File: src/rtl/beat_sequencer.sv
// Beat sequencer: steps {song_id, beat_idx} through the song ROM on a single-clock beat_tick enable.
// Optional reverse playback is compiled in with BEAT_SEQUENCER_REVERSE_EN.
module beat_sequencer #(
  parameter int NORMAL_LOG2 = 24,
  parameter int ADDR_W      = 7,
  parameter int SONG_LEN    = 128,
  parameter int SONG_W      = 2
) (
  input  logic                     clk,
  input  logic                     rst_n,
  input  logic [1:0]               speed,
  input  logic                     play_pause,
  input  logic                     stop,
  input  logic                     loop_en,
  input  logic [SONG_W-1:0]        song_sel,
  input  logic                     reverse,
  output logic [SONG_W+ADDR_W-1:0] rom_addr,
  output logic [ADDR_W-1:0]        beat_idx,
  output logic [SONG_W-1:0]        song_id,
  output logic                     beat_tick,
  output logic                     song_done,
  output logic                     playing,
  output logic                     paused
);

  localparam int CNT_W = NORMAL_LOG2 + 1;
  localparam logic [ADDR_W-1:0] LAST_IDX = ADDR_W'(SONG_LEN - 1);

  typedef enum logic [1:0] {
    IDLE  = 2'd0,
    PLAY  = 2'd1,
    PAUSE = 2'd2
  } state_t;

  state_t              state_reg, state_next;
  logic [CNT_W-1:0]    cnt_reg, cnt_next, period_m1;
  logic [ADDR_W-1:0]   idx_reg, idx_next;
  logic [SONG_W-1:0]   song_reg, song_next;
  logic                tick_reg, tick_next;
  logic                done_reg, done_next;
  logic                playing_reg, paused_reg;
  logic                song_change, clear, tick_due, at_end, going_back;

`ifdef BEAT_SEQUENCER_REVERSE_EN
  assign going_back = reverse;
`else
  logic unused_reverse;
  assign unused_reverse = reverse;
  assign going_back     = 1'b0;
`endif

  // Terminal count is P-1; all three periods are powers of two, so these are all-ones masks.
  always_comb begin
    case (speed)
      2'd3:    period_m1 = {2'b00, {(NORMAL_LOG2-1){1'b1}}};
      2'd2:    period_m1 = {1'b0, {NORMAL_LOG2{1'b1}}};
      default: period_m1 = {CNT_W{1'b1}};
    endcase
  end

  assign song_change = (song_sel != song_reg);
  assign clear       = stop | song_change;
  // >= rather than == so a mid-beat speed-up past the new terminal count fires at once.
  assign tick_due    = (state_reg == PLAY) && (cnt_reg >= period_m1);
  assign at_end      = going_back ? (idx_reg == '0) : (idx_reg == LAST_IDX);

  always_ff @(posedge clk or negedge rst_n) begin
    if (!rst_n) begin
      state_reg   <= IDLE;
      cnt_reg     <= '0;
      idx_reg     <= '0;
      song_reg    <= '0;
      tick_reg    <= 1'b0;
      done_reg    <= 1'b0;
      playing_reg <= 1'b0;
      paused_reg  <= 1'b0;
    end else begin
      state_reg   <= state_next;
      cnt_reg     <= cnt_next;
      idx_reg     <= idx_next;
      song_reg    <= song_next;
      tick_reg    <= tick_next;
      done_reg    <= done_next;
      playing_reg <= (state_next == PLAY);
      paused_reg  <= (state_next == PAUSE);
    end
  end

  always_comb begin
    state_next = state_reg;
    if (clear) begin
      state_next = IDLE;
    end else if (play_pause) begin
      case (state_reg)
        IDLE:    state_next = PLAY;
        PLAY:    state_next = PAUSE;
        PAUSE:   state_next = PLAY;
        default: state_next = IDLE;
      endcase
    end else if (tick_due && at_end && !loop_en) begin
      state_next = IDLE;
    end
  end

  // Priority: stop / song change, then play_pause, then beat stepping.
  always_comb begin
    cnt_next  = cnt_reg;
    idx_next  = idx_reg;
    song_next = song_reg;
    tick_next = 1'b0;
    done_next = 1'b0;
    if (clear) begin
      cnt_next  = '0;
      idx_next  = '0;
      song_next = song_sel;
    end else if (play_pause) begin
      if (state_reg == IDLE) begin
        cnt_next = '0;
        if (going_back) begin
          idx_next = LAST_IDX;
        end
      end
    end else if (state_reg == PLAY) begin
      if (tick_due) begin
        cnt_next  = '0;
        tick_next = 1'b1;
        if (at_end) begin
          done_next = 1'b1;
          idx_next  = (going_back && loop_en) ? LAST_IDX : '0;
        end else if (going_back) begin
          idx_next = idx_reg - ADDR_W'(1);
        end else begin
          idx_next = idx_reg + ADDR_W'(1);
        end
      end else begin
        cnt_next = cnt_reg + CNT_W'(1);
      end
    end
  end

  assign rom_addr  = {song_reg, idx_reg};
  assign beat_idx  = idx_reg;
  assign song_id   = song_reg;
  assign beat_tick = tick_reg;
  assign song_done = done_reg;
  assign playing   = playing_reg;
  assign paused    = paused_reg;

endmodule

File: config.mk
export PLATFORM = sky130hd
export DESIGN_NAME = beat_sequencer
export DESIGN_NICKNAME = d
export VERILOG_FILES = /design/src/rtl/beat_sequencer.sv
export SDC_FILE = /design/constraint.sdc
export NUM_CORES = 1
export LEC_CHECK = 0
export ABC_AREA = 1
export CORE_ASPECT_RATIO = 1.4
export CORE_MARGIN = 3
export CORE_UTILIZATION = 30
export DETAILED_ROUTE_END_ITERATION = 10
export HOLD_SLACK_MARGIN = 0.05
export PLACE_DENSITY = 0.49
export REMOVE_ABC_BUFFERS = 1
export SYNTH_ARGS = -nofsm -noshare
export SYNTH_HDL_FRONTEND = slang
export SYNTH_SLANG_ARGS = --single-unit
File: constraint.sdc
create_clock -name clk -period 1.6 [get_ports clk]
set_input_delay 0.32 -clock clk [delete_from_list [all_inputs] [get_ports clk]]
set_output_delay 0.32 -clock clk [all_outputs]
set_load 0.03 [all_outputs]
==> metrics, run 1 <==
final net count=461; utilization after layout=0.475; first-pass GRT wire length=about 12 mm; initial antenna violation count=0; synthesized area=about 2500 µm²; Die Height=115 µm; clk_skew=between 0.005 and 0.006 ns; Clock Power Share=0.451; hold depth=1; GP Congestion=0.899; pin count of the biggest net entering global routing=a little over 40; failing checks=negative setup slack; Num CTS Buffers=5; Vias/cell=approximately 4.6; Rows=39; power density cells=approximately 590 nW/µm²; Internal Power=1.74 mW; Post-synth EDFFs=0; Largest register FFs=25; reg-to-reg critical path endpoint=beat_idx[0]; leak pwr=~1.9 nW; ANT cells=0; synthesis-to-finish area growth=53.8%; CP Capture Type=register; via count=2,524; Gate power share=0.103; Avg Synthesized Cell Area=around 7.4 µm²; PortBufs=30; Reg2Reg Depth=12; worst-margin pin slew=about 0.32 ns; Max-cap violations=0; post-route ant nets=0; Finish-stage setup viols=35; Critical Path RT=about 1.8 ns; gr busiest metal=met2; sequential power share=0.446; I/O pin count=32; source of the worst hold timing path=song_sel[1]; Sw Share=0.244; Synth Register Bits=40; fin. max-slew vios=0; Synth Warn #=0; layout cell share with drive strength beyond 1=0.350; fmax=about 0.57 GHz; outcome=finished with violations; ys flop type=dfrtp_1; Hold Path End=song_id[1]; crit path DAT=1.97 ns; r2r setup slk=-0.14 ns; DIE AREA=around 9600 µm²; register area share after synthesis=0.395; Die Wd=around 84 µm; WS Path Type=reg -> reg; Detailed Place HPWL=between 5 and 6 mm; CTS tree=built; M1 GR Usage=0.164; worst slack, placed=-0.692 ns; CTS H-tree lvls=2; final hold vios=0; RSZ-0062 raised after global routing=yes; met3 Use GR=0.0281; RR Startpoint=cnt_reg[24]; WL final=7.07 mm; Tmin final=~1.7 ns; Finished Cell Area=around 4000 µm²; clock buffer depth=2; First-pass DRT Iterations=4; Final Cycle Share=1.09; Worst IR Drop VDD=about 0.52 mV; Num Clock Sinks=40; global routing usage on met2=0.298; worst skew pair latency=~0.29 ns; vias in the first global route=~2,500; initial core utilization=0.309; # fillers=roughly 830; Post-Layout Cell Count=550; Rel. slew slack=0.786; worst min path class=in -> reg; synthesized instance count=~340; asr flop ratio synth=1.00; drt drc=0; WL/cell=12.8 µm; post-placement cell area=between 3000 and 4000 µm²; Inst Count DP=535; Worst-path clk slew=0.06 ns; core box area=a little over 8000 µm²; Startpoint Class=register; Congestion Overflow GR=0; root buffer selected by CTS=clkbuf_16; DR iter-0 viols=between 100 and 150; Unique masters post-synth=34; Crit Path Max Fanout=8; worst hold slack=0.305 ns; final setup margin=-0.142 ns; Global Route Usage Sum=0.154; net load switching power=559 µW
[worst max-delay path, cell delays in order (launching register included)]
cell,delay [ns]
dfrtp_1,0.41
ha_4,0.28
nand2_2,0.05
nor2_2,0.10
nand2_1,0.06
nor2_1,0.08
nand2_1,0.07
nand3_2,0.12
nand2_4,0.09
buf_8,0.16
nor2_8,0.12
nand3b_1,0.09
nand2_1,0.06
[how the worst max path moves through the flow]
stage | slack [ns] | to | depth (start not counted) | startpoint
final | -0.14 | beat_idx[0] | 12 | cnt_reg[24]
after global routing | -0.30 | beat_idx[4] | 12 | cnt_reg[24]
after CTS | -0.22 | beat_idx[0] | 12 | cnt_reg[24]
after detailed placement | -0.69 | cnt_reg[2] | 15 | speed[1]
after global placement | -0.64 | cnt_reg[4] | 15 | speed[1]
after floorplan | -0.64 | cnt_reg[2] | 10 | song_id[1]
[layout by cell type (no fill, tap or decap), types with 3 or more instances in the layout]
cell type,count
o21ai_0,5
nor2_2,15
nand3_1,30
nand3_2,8
nand2_4,5
buf_12,4
inv_1,38
nand3b_1,3
clkdlybuf4s50_1,3
nand4_1,13
o21bai_1,8
dfrtp_1,40
nand2_2,10
o21ai_1,5
a21oi_2,3
a21oi_1,6
buf_6,4
nand2_1,74
nor3_1,4
buf_4,74
nor2_4,8
clkbuf_16,5
nor2_1,26
dlygate4sd2_1,24
[kinds of logic after synthesis]
logic type	Yosys count	synth area share
buf+inv	62	0.118
xor+xnor	3	0.0104
fa+ha+maj	4	0.0198
flops	40	0.395
simple gates	204	0.381
compound gates	31	0.0751
[metrics by stage]
stage	TNS (ns)	total power, mW
2_1_floorplan	-16.51	1.11
3_3_place_gp	-20.92	1.24
3_5_place_dp	-22.50	1.24
4_1_cts	-4.86	2.33
5_1_grt	-8.18	2.39
6_report	-2.91	2.30
[routing by layer]
metal | wire length [µm] | part of all wire | up-vias
met4 | 142 | 0.020 | 0
li1 | - | - | 1302
met3 | 202 | 0.029 | 10
met1 | 2890 | 0.41 | 1168
met5 | 0 | 0 | -
met2 | 3840 | 0.54 | 44
[Yosys cell counts, types with 2 or more instances]
cell type | number | area, µm²
nand2_2 | 6 | 37.5
xor2_1 | 2 | 17.5
buf_4 | 9 | 67.6
inv_1 | 38 | 143
ha_1 | 4 | 50.1
nand3b_1 | 3 | 22.5
a21oi_1 | 9 | 45.0
nor2_1 | 41 | 154
inv_2 | 5 | 18.8
nand3_2 | 2 | 20.0
nand2_1 | 83 | 312
buf_6 | 4 | 45.0
buf_2 | 2 | 10.0
nor2_4 | 4 | 45.0
clkbuf_1 | 3 | 11.3
o21ai_1 | 3 | 15.0
dfrtp_1 | 40 | 1000
o21ai_0 | 7 | 35.0
nand4_1 | 13 | 81.3
o21bai_1 | 8 | 60.1
nor2_2 | 4 | 25.0
nand3_1 | 38 | 190
nor3_1 | 5 | 25.0
[area by class of cell]
| type | count | area, µm² | area share |
|---|---|---|---|
| multi-input cells | 242 | 1440 | 0.371 |
| flip-flops and latches | 40 | 1000 | 0.257 |
| repair buffers | 114 | 976 | 0.251 |
| inverters | 43 | 179 | 0.0460 |
| clock buffers | 7 | 143 | 0.0366 |
| well taps | 102 | 128 | 0.0328 |
| repair inverters | 1 | 16.3 | 0.00418 |
| clock inverters | 1 | 7.51 | 0.00193 |
[power by group through the flow]
stage	clock [mW]	combinational (mW)	sequential (mW)
after global placement	0	0.197	1.04
final	1.04	0.237	1.02
after global routing	1.11	0.257	1.02
after floorplan	0	0.0559	1.05
after CTS	1.08	0.233	1.02
after detailed placement	0	0.197	1.04
[repair_timing]
| action | in CTS | in global routing |
|---|---|---|
| endpoints found under the setup margin | 57 | 39 |
| buffers inserted | 5 | 0 |
| pin swaps | 37 | 9 |
| cloned | 1 | 0 |
| hold buffers | 1 | 0 |
| hold endpoints to repair | 40 | 0 |
| gates resized for setup | 75 | 22 |
Note: power is estimated with default switching activity, not from simulation.
==> inputs of run 2 (changes only) <==
SETUP_SLACK_MARGIN = 0.2   (was default)
==> run 2 against run 1 <==
  * The run still ends with negative setup slack left
  * Power decreased by 0.22%
  * Worst setup slack improved by 0.0089 ns
  * Maximum frequency increased by 0.52%
  * Sequential cell count unchanged
  * Sequential share of layout area increased by 0.65 points
  * Utilization decreased by 1.2 points
  * Non-clock buffer count increased by 1
  * Cell count increased by 0.18%
  * Via count decreased by 0.28%
  * Wire length decreased by 1.0%
  * Clock skew about the same
  * Critical path type unchanged
==> metrics, run 2 (synthesis gave the netlist of run 1 again) <==
outcome=finished with violations; failing checks=negative setup slack; Congestion Overflow GR=0; gr busiest metal=met2; CTS tree=built; Gate power share=0.099; sequential power share=0.446; Detailed Place HPWL=between 5 and 6 mm; PortBufs=30; final net count=around 460; WS Path Type=reg -> reg; WL final=around 7.0 mm; global routing usage on met2=0.291; core box area=a little over 8000 µm²; Max-cap violations=0; Finish-stage setup viols=37; fin. max-slew vios=0; CP Capture Type=register; Sw Share=0.242; DR iter-0 viols=between 80 and 90; fmax=approximately 0.58 GHz; clock buffer depth=2; Rows=39; Final Cycle Share=1.08; Rel. slew slack=0.793; setup total negative slack=-3.17 ns; Vias/cell=~4.6; WL/cell=about 13 µm; Num Clock Sinks=40; crit path DAT=1.96 ns; drt drc=0; worst skew pair latency=about 0.29 ns; pin count of the biggest net entering global routing=just over 40; initial antenna violation count=0; GP Congestion=between 0.8 and 0.9; utilization after layout=0.463; Startpoint Class=register; Clock Power Share=0.454; Worst IR Drop VDD=about 0.52 mV; via count=about 2,500; post-route ant nets=0; Critical Path RT=approximately 1.8 ns; vias in the first global route=about 2,500; first-pass GRT wire length=~11 mm; net load switching power=~550 µW; Tmin final=1.73 ns; most frequent cells in the layout=nand2_1 (77), buf_4 (72), dfrtp_1 (40); synthesis-to-finish area growth=50.0%; CTS H-tree lvls=2; DIE AREA=about 9600 µm²; leak pwr=~1.8 nW; Num CTS Buffers=5; Internal Power=between 1.5 and 2 mW; Crit Path Max Fanout=8; final setup margin=-0.133 ns; clk_skew=0.00594 ns; Die Wd=~84 µm; M1 GR Usage=0.158; final hold vios=0; Die Height=~110 µm; worst min path class=in -> reg; layout cell share with drive strength beyond 1=0.350; initial core utilization=0.309; ANT cells=0; worst-margin pin slew=roughly 0.31 ns; RSZ-0062 raised after global routing=yes; Largest register FFs=25; power density cells=approximately 600 nW/µm²; I/O pin count=32; First-pass DRT Iterations=4; Worst-path clk slew=~0.060 ns; most common cell after layout, fill and taps aside=nand2_1; Global Route Usage Sum=0.150; met3 Use GR=0.0281; root buffer selected by CTS=clkbuf_16
## run 2: cell count changes in the layout (fill, tap and decap cells not counted), sizes merged
cell | before | now
inv | 42 | 44
clkdlybuf4s18 | 0 | 2
dlymetal6s2s | 2 | 0
buf | 84 | 93
clkinv | 2 | 0
dlygate4sd2 | 24 | 8
clkdlybuf4s15 | 0 | 8
## run 2: area by class of cell
class,count,area (µm²)
sequential,40,1000
tap,102,128
timing repair inverter,1,8.76
timing repair buffer,115,983
multi-input combinational,242,1350
fill,856,4400
clock inverter,1,7.51
clock buffer,7,143
inverter,43,176
## run 2: metal layers
metal	vias up	wire length [µm]
met2	48	3770
li1	1308	-
met5	-	0
met3	8	232
met1	1153	2860
met4	0	130
## run 2: path summary, 6_finish.rpt
check	startpoint	depth (start not counted)	slack (ns)	endpoint
setup / recovery	cnt_reg[24]	12	-0.13	beat_idx[0]
hold / removal	song_sel[1]	1	0.31	song_id[1]
setup reg to reg	cnt_reg[24]	12	-0.13	beat_idx[0]
hold reg to reg	beat_idx[0]	2	0.58	beat_idx[0]
max in group asynchronous	rst_n	3	0.85	cnt_reg[17]
min in group asynchronous	rst_n	3	0.54	cnt_reg[11]
## run 2: timing repair
item | in CTS | in global routing
endpoints found under the setup margin | 60 | 40
pin swaps | 21 | 14
hold buffers | 1 | 0
buffers inserted | 5 | 1
resized for setup | 112 | 22
hold endpoints to repair | 40 | 0
gates cloned | 1 | 0
## run 2: critical path: stages, from the launching register on
cell,delay [ns]
dfrtp_1,0.41
ha_4,0.28
nand2_2,0.05
nor2_2,0.10
nand2_1,0.06
nor2_1,0.10
nand2_1,0.07
nand3_2,0.11
nand2_4,0.08
buf_8,0.15
nor2_8,0.11
nand3b_1,0.09
nand2_1,0.06
## run 2: power by group through the flow
stage	combinational [mW]	clock, mW	sequential, mW
after global placement	0.197	0	1.04
after floorplan	0.0559	0	1.05
final	0.228	1.04	1.02
after CTS	0.219	1.08	1.02
after detailed placement	0.197	0	1.04
after global routing	0.248	1.11	1.02
## run 2: through the flow
step	cell area, µm²	worst slack, ns	hold WS [ns]	std cells	power (mW)
floorplan	2390	-0.639	0.0244	325	1.11
global placement	3440	-0.640	0.314	535	1.24
detailed placement	3440	-0.692	0.316	535	1.24
CTS	3730	-0.174	0.298	550	2.32
global route	3800	-0.303	0.337	551	2.38
finish	3800	-0.133	0.309	551	2.29
==> RTL edit: new RTL, config.mk and constraints of run 2 <==
Put a register stage on the output `rom_addr`, cleared by the reset. The value now appears one clock later. The other outputs are not delayed to match.
--- a/src/rtl/beat_sequencer.sv
+++ b/src/rtl/beat_sequencer.sv
@@ -138,7 +138,13 @@
     end
   end
 
-  assign rom_addr  = {song_reg, idx_reg};
+  always_ff @(posedge clk or negedge rst_n) begin
+    if (!rst_n) begin
+      rom_addr <= '0;
+    end else begin
+      rom_addr <= {song_reg, idx_reg};
+    end
+  end
   assign beat_idx  = idx_reg;
   assign song_id   = song_reg;
   assign beat_tick = tick_reg;
Formal check against the unedited RTL: not equivalent (a bounded check fails within 4 cycles, from zero or initial values and one cycle with rst_n low).
==> RTL edit against run 2 <==
  * Synthesized cell count increased by 8.1%
  * Non-clock buffer count increased by 14
  * Via count increased by 13%
  * Critical path type unchanged
  * The flow still finishes with violations (negative setup slack)
  * Critical path depth increased by 1
  * Total power increased by 30%
  * Sequential cell count increased by 9
  * Setup slack got worse by 0.021 ns
  * Die area increased by 10%
  * Area after synthesis increased by 11%
  * Utilization increased by 3.9 points
  * Worst hold slack got worse by 0.013 ns
  * Wire length increased by 20%
  * Cell area increased by 20%
==> RTL edit: results (changes against run 2) <==
[sta]
setup_slack_ns = -0.1541  ; -0.02089 ns
worst_slew_pin_slew_ns = 0.3289  ; +0.01640 ns
finalSetupViolCount = 36  ; -2.7%
finalSetupTns_ns = -3.834  ; -0.6672 ns
holdWs_ns = 0.2958  ; -0.01310 ns

[layout]
multi_input_comb_cells = 265  ; +9.5%
seq_area_share_pct = 26.92  ; +0.56 points
multi_input_area_sq_um = 1645  ; +22%
inv_count = 50  ; +14%
n_all_buffers = 129  ; +12%
drive_above_1_share_pct = 40.32  ; +5.4 points
clkbuf_count = 5  ; -2
nets = 514  ; +11%
multi_input_area_share_pct = 36.09  ; +0.53 points

[place]
place_ws_ns = -0.6842  ; +0.007830 ns
place_inst = 582  ; +8.8%

[logic_synthesis]
synth_compound_area_share_pct = 6.024  ; -1.5 points
synthAdderAreaFrac_pct = 1.785  ; -0.19 points
synth.area.top_cells = dfrtp_1 44%, nand2_1 15%, nor2_1 7.9%
synth_mux_area_share_pct = 0.3570  ; +0.36 points
synth_xor_area_share_pct = 2.187  ; +1.1 points
yosys.cell_types.count = 31  ; -8.8%

[power_and_ir_drop]
worst_ir_drop_vdd_mv = 0.7353  ; +42%
p_clk_share_pct = 47.7  ; +2.3 points
total_power_mw = 2.966  ; +30%
leakage_nw = 2.146  ; +18%

[grt]
grt_use_met3_pct = 3.817  ; +1.0 points
grt_pass1_vias = 2923  ; +18%
grt.total_usage_pct = 16.26  ; +1.3 points

[route]
post_drt_wl_per_cell_microns = 13.85  ; +9.2%
via_per_inst = 4.661  ; +2.0%
wl_met2_microns = 4728  ; +26%

[run_status]
status = finished, violations left
violations = negative setup slack

[cts]
cts.repair.resized = 102  ; -8.9%
postCtsSetupBuffers = 6  ; +1

[critical_path]
rr_worst_depth = 13  ; +1

[die]
core_area_sq_um = 9080  ; +11%

-- RTL edit: cell count changes after synthesis, moves of 4 or more --
| cell | before | now |
|---|---|---|
| nand2_1 | 83 | 109 |
| nor2_1 | 41 | 59 |
| nand3_1 | 38 | 24 |
| buf_4 | 9 | 0 |
| dfrtp_1 | 40 | 49 |
| inv_1 | 38 | 45 |
| a21oi_1 | 9 | 4 |
| xor2_1 | 2 | 7 |
| nand2_2 | 6 | 2 |
-- RTL edit: final timing paths --
kind,from,to
worst min-delay path,song_sel[1],song_id[1]
worst max-delay path,cnt_reg[23],cnt_reg[9]
worst min register to register,beat_idx[6],rom_addr[6]
min in group asynchronous,rst_n,cnt_reg[16]
worst max register to register,cnt_reg[23],cnt_reg[9]
max in group asynchronous,rst_n,beat_idx[4]
-- RTL edit: worst max-delay path, delay by kind of cell (launching register included) --
family        cells  cell delay (ns)
buf+inv           1             0.15
flops             1             0.41
fa+ha+maj         1             0.28
simple gates     11             0.81
